$ cat src/rtl/vga_line_fetch.sv
// rtl/vga_line_fetch.sv - VGA scanline prefetch from a shared single-port NES frame buffer
// Ping-pong line buffer filled one NES row ahead of display, arbitrated against PPU writes.
module vga_line_fetch #(
  parameter logic [10:0] X_OFF   = 11'd64,
  parameter int          FB_ROWS = 240
) (
  input  logic        Clk,
  input  logic        Reset,
  input  logic [10:0] DrawX,
  input  logic [10:0] DrawY,
  input  logic        ppu_we,
  input  logic [15:0] ppu_addr,
  input  logic [5:0]  ppu_wdata,
  output logic        ppu_ready,
  output logic [15:0] mem_addr,
  output logic        mem_we,
  output logic [5:0]  mem_wdata,
  input  logic [5:0]  mem_rdata,
  output logic [5:0]  pix_idx,
  output logic        fetch_err
);

  typedef enum logic [1:0] {IDLE, FETCH, DRAIN} state_t;

  state_t      state, state_n;
  logic [7:0]  row, col, rd_col, trig_row;
  logic [10:0] trig_row_w, rel;
  logic        rd_pend, rd_bank, toggle;
  logic [15:0] addr_q;
  logic        trig_odd, trig_wrap, trigger;
  logic        fetch_req, ppu_req, grant_fetch, grant_ppu, visible;
  logic [5:0]  pix_rd;
  logic [5:0]  linebuf [2][256];

  // Row r is fetched on VGA line 2r-1 so it is ready for lines 2r and 2r+1.
  assign trig_row_w = (DrawY + 11'd1) >> 1;
  assign trig_odd   = DrawY[0] && (DrawY <= 11'd477);
  assign trig_wrap  = (DrawY == 11'd524);
  assign trigger    = (DrawX == 11'd0) && (trig_wrap || (trig_odd && (trig_row_w < 11'(FB_ROWS))));
  assign trig_row   = trig_wrap ? 8'd0 : trig_row_w[7:0];

  assign fetch_req  = Reset && (state == FETCH);
  assign ppu_req    = Reset && ppu_we;

  assign rel        = DrawX - X_OFF;
  assign visible    = (DrawX >= X_OFF) && (rel < 11'd512) && (DrawY < 11'd480);
  assign pix_rd     = linebuf[DrawY[1]][rel[8:1]];

  always_comb begin
    state_n     = state;
    grant_fetch = 1'b0;
    grant_ppu   = 1'b0;
    if (fetch_req && (!ppu_req || !toggle)) begin
      grant_fetch = 1'b1;
    end else if (ppu_req) begin
      grant_ppu = 1'b1;
    end

    case (state)
      IDLE:    if (trigger) state_n = FETCH;
      FETCH: begin
        if (trigger) state_n = FETCH;
        else if (grant_fetch && (col == 8'd255)) state_n = DRAIN;
      end
      DRAIN:   state_n = trigger ? FETCH : IDLE;
      default: state_n = IDLE;
    endcase

    ppu_ready = grant_ppu;
    mem_we    = grant_ppu;
    mem_wdata = grant_ppu ? ppu_wdata : 6'd0;
    if (grant_fetch)    mem_addr = {row, col};
    else if (grant_ppu) mem_addr = ppu_addr;
    else                mem_addr = addr_q;
  end

  always_ff @(posedge Clk or negedge Reset) begin
    if (!Reset) begin
      state     <= IDLE;
      row       <= 8'd0;
      col       <= 8'd0;
      toggle    <= 1'b0;
      rd_pend   <= 1'b0;
      rd_col    <= 8'd0;
      rd_bank   <= 1'b0;
      addr_q    <= 16'd0;
      fetch_err <= 1'b0;
      pix_idx   <= 6'd0;
    end else begin
      state   <= state_n;
      addr_q  <= mem_addr;
      rd_pend <= grant_fetch;
      rd_col  <= col;
      rd_bank <= row[0];
      pix_idx <= visible ? pix_rd : 6'd0;
      if (trigger && (state != IDLE)) fetch_err <= 1'b1;
      // A new trigger always restarts cleanly with the fetch winning the first contest.
      if (trigger) begin
        row    <= trig_row;
        col    <= 8'd0;
        toggle <= 1'b0;
      end else begin
        if (grant_fetch) col <= col + 8'd1;
        if (fetch_req && ppu_req) toggle <= ~toggle;
      end
    end
  end

  always_ff @(posedge Clk) begin
    if (rd_pend) linebuf[rd_bank][rd_col] <= mem_rdata;
  end

endmodule

$ cat config.mk
export PLATFORM = sky130hd
export DESIGN_NAME = vga_line_fetch
export DESIGN_NICKNAME = d
export VERILOG_FILES = /design/src/rtl/vga_line_fetch.sv
export SDC_FILE = /design/constraint.sdc
export NUM_CORES = 2
export LEC_CHECK = 0
export ABC_AREA = 1
export BUFFER_PORTS_ARGS = -buffer_cell sky130_fd_sc_hd__buf_2
export CAP_MARGIN = 0
export CELL_PAD_IN_SITES_DETAIL_PLACEMENT = 1
export CELL_PAD_IN_SITES_GLOBAL_PLACEMENT = 1
export CORE_MARGIN = 3
export CORE_UTILIZATION = 40
export CTS_CLUSTER_SIZE = 20
export DETAILED_ROUTE_END_ITERATION = 16
export PLACE_DENSITY_LB_ADDON = 0.1
export SLEW_MARGIN = 10
export SYNTH_ARGS = -nofsm -noshare
export SYNTH_HDL_FRONTEND = slang
export SYNTH_SLANG_ARGS = --single-unit
$ cat constraint.sdc
create_clock -name Clk -period 3.1 [get_ports Clk]
set_input_delay 0.465 -clock Clk [delete_from_list [all_inputs] [get_ports Clk]]
set_output_delay 0.465 -clock Clk [all_outputs]
set_load 0.01 [all_outputs]
==> impl_metrics.toml <==
[worst_hold_path]
min_from = "ppu_we"
worstHoldPathCells = 3
hold_path_class = "in -> reg"
whs_endpoint = "rd_pend"

[sta]
slew_viol_final = 0
period_needed_ns = 2.93
fmax_mhz = 342
clock_skew_ns = 0.0381
relSlewSlack = 0.212
worst_hold_slack_ns = 0.0409
grt_setup_unrepaired = "false"
finalSetupViolCount = 0
finalSetupTns_ns = 0
period_share = 0.944
finalHoldViolCount = 0
fin_ws_ns = 0.174
worstMarginPinSlew_ns = 1.17

[route]
wirelength_um = 450000
drtPass1Iterations = 5
vias = 92100
viasPerCell = 5.46
ant_nets = 0
routedWlPerCell_um = 26.7
drc_errors = 0
drt_iter0_markers = 8135

[global_route]
grt_use_total = 0.267
first_global_vias = 95900
antenna_found_initial = 18
grt_pass1_wl_um = 659000
grt_max_degree = 93
overflow = 0

[critical_path]
start_kind = "register"
cp_max_fo = 9
r2r_setup_slack_ns = 0.22
worstSetupPathType = "reg -> out"
reg2reg_from = "rd_pend"
r2r_cells = 7
crit_required_ns = 2.63
arrival_ns = 2.46
reg2reg_to = "linebuf[0][1076]"
end_kind = "output port"

[synthesis]
ys_seq_area_frac = 0.720
ys_types = 42
synth_mux_area_frac = 0.0000770
synth-edff-count = 3072
ys.flop_type = "edfxtp_1"
synth_nets = 11500
netlist_instances = 11500
synthAdderAreaFrac = 0.000577
synth_compound_area_frac = 0.0616
ys_async_sr_fraction = 0.0166
ys.warnings.count = 0
synth_simple_gate_area_frac = 0.177
syn_area_um2 = 130000
ys_seq_elements = 3124
synth_top_family_by_area = "simple AND/OR/NAND/NOR gates"
synth_xor_area_frac = 0.000741
postSynthAreaPerCell_um2 = 11.3

[clock_network]
cts_tree = "done"
clk_path_buf_depth = 4
clk_latency_ns = 0.95
cts_buffers = 348
cts_sinks = 3124
htreeDepth = 5
root_buffer = "clkbuf_16"
clkTransAtPathRegs_ns = 0.06

[die]
die-area_um2 = 332000
die_y_um = 576
dieWidth_um = 576
io-pin-count = 84
core_area_um2 = 322000
start_util = 0.404
rows = 208

[cells_and_area]
area_delta_synth_final_pct = 18.7
drive_above_1_share = 0.142
fin_nets = 12300

[power]
p_per_area_nw_per_um2 = 602
p_leak_nw = 56.2
peakVddDrop_mv = 0.463

[placement]
pre_cts_ws_ns = -0.307
gp_congestion = 0.876
dp_hpwl_um = 289000
port_buffers = 83

[run]
maxCapViolCount = 0

[run_status]
status = "finished clean"
==> worst max path at each step <==
stage / startpoint / endpoint / cells past startpoint
after global placement: DrawX[1] / pix_idx[4] / 17
final: state[1] / mem_addr[11] / 6
after global routing: state[1] / mem_addr[2] / 7
after floorplan: rd_pend / linebuf[0][414] / 6
after CTS: state[1] / mem_addr[0] / 6
after detailed placement: DrawY[1] / pix_idx[2] / 15
==> cell usage after synthesis, types with 5 or more instances <==
cell,number,area share
buf_1,80,0.0023
buf_4,61,0.0035
or2_0,5,0.00024
nand3_1,833,0.032
o211ai_1,159,0.0092
nand4_1,5,0.00024
ha_1,6,0.00058
inv_1,436,0.013
clkbuf_1,293,0.0085
and3_1,8,0.00038
o21ai_0,992,0.038
xor2_1,9,0.00061
buf_6,21,0.0018
nor3_1,425,0.016
o22ai_1,72,0.0035
or2_2,86,0.0041
dfrtp_1,52,0.010
nand2_1,2499,0.072
edfxtp_1,3072,0.71
a31oi_1,5,0.00024
buf_2,304,0.012
clkinv_1,9,0.00026
a21oi_1,197,0.0076
o21ai_1,64,0.0025
nor2_1,1750,0.051
==> flip-flops by register name, summed over array words and instances (netlist names) <==
| register | flops |
|---|---|
| rd_pend | 1 |
| fetch_err | 1 |
| state | 2 |
| addr_q | 16 |
| toggle | 1 |
| linebuf | 3072 |
| rd_col | 8 |
| rd_bank | 1 |
| row | 8 |
| col | 8 |
| pix_idx | 6 |
==> where the power goes <==
part	internal, mW	switching, mW
registers	46.4	0.0165
clock network	22.9	17.4
logic	1.85	4.40
==> logic make-up (layout without fill, tap and decap cells) <==
family	after synthesis	after routing
and+or+nand+nor	5622	5622
xor gates and xnor gates	11	11
muxes	1	1
adders and majority gates	6	6
DFF	3124	3124
buffers and inverters	1208	2305
AOI/OAI and AO/OA	1496	1496
other	0	3
==> layer usage <==
layer,share of wire,global-route usage,vias to the layer above
met2,0.47,0.437,2545
met5,0.000029,0,-
met4,0.037,0.0919,2
met3,0.052,0.0284,632
li1,-,-,41500
met1,0.44,0.372,47400
==> cell usage in the layout (no fill, tap or decap), types with 61 or more instances in the layout <==
| cell | Yosys | layout |
|---|---|---|
| clkinv_2 | 1 | 61 |
| a21oi_1 | 197 | 196 |
| o21ai_1 | 64 | 64 |
| buf_12 | 0 | 186 |
| edfxtp_1 | 3072 | 3072 |
| o21ai_0 | 992 | 992 |
| buf_2 | 304 | 72 |
| buf_4 | 61 | 917 |
| nor2_1 | 1750 | 1747 |
| or2_2 | 86 | 86 |
| o211ai_1 | 159 | 159 |
| nor3_1 | 425 | 425 |
| clkinv_1 | 9 | 89 |
| nand2_1 | 2499 | 2485 |
| clkbuf_1 | 293 | 79 |
| inv_1 | 436 | 431 |
| nand3_1 | 833 | 833 |
| clkbuf_16 | 0 | 352 |
| o22ai_1 | 72 | 72 |
==> stage by stage <==
step | cell area (um^2) | util | total power, mW | std cells
2_1_floorplan | 130000 | - | 50.0 | 11500
3_3_place_gp | 143000 | 0.444 | 53.4 | 16200
3_5_place_dp | 143000 | 0.444 | 53.5 | 16200
4_1_cts | 154000 | 0.479 | 93.8 | 16900
5_1_grt | 154000 | 0.479 | 95.9 | 16900
6_report | 154000 | 0.479 | 93.0 | 16900
==> cell type report <==
| class | count | area [um^2] |
|---|---|---|
| diodes | 3 | 7.51 |
| clock inverters | 196 | 1740 |
| flip-flops and latches | 3124 | 93600 |
| multi-input cells | 7136 | 31200 |
| fillers | 34100 | 168000 |
| clock buffers | 436 | 9170 |
| well taps | 4305 | 5390 |
| repair buffers | 1224 | 11500 |
| inverters | 449 | 1730 |
==> worst max-delay path, cell delays in order, from the launching register on <==
cell and delay [ns]:
dfrtp_1 0.40, nand3b_1 0.23, a21oi_4 0.22, clkinvlp_4 0.12, buf_4 0.17, a31oi_1 0.20
buf_2 0.18
==> what timing repair did <==
| action | in CTS | in global routing |
|---|---|---|
| buffers inserted | 3 | 0 |
| hold buffers | 37 | 0 |
| resized for setup | 2 | 2 |
| endpoints found under the hold margin | 125 | 0 |
| setup endpoints to repair | 11 | 1 |
Note: power is estimated with default switching activity, not from simulation.
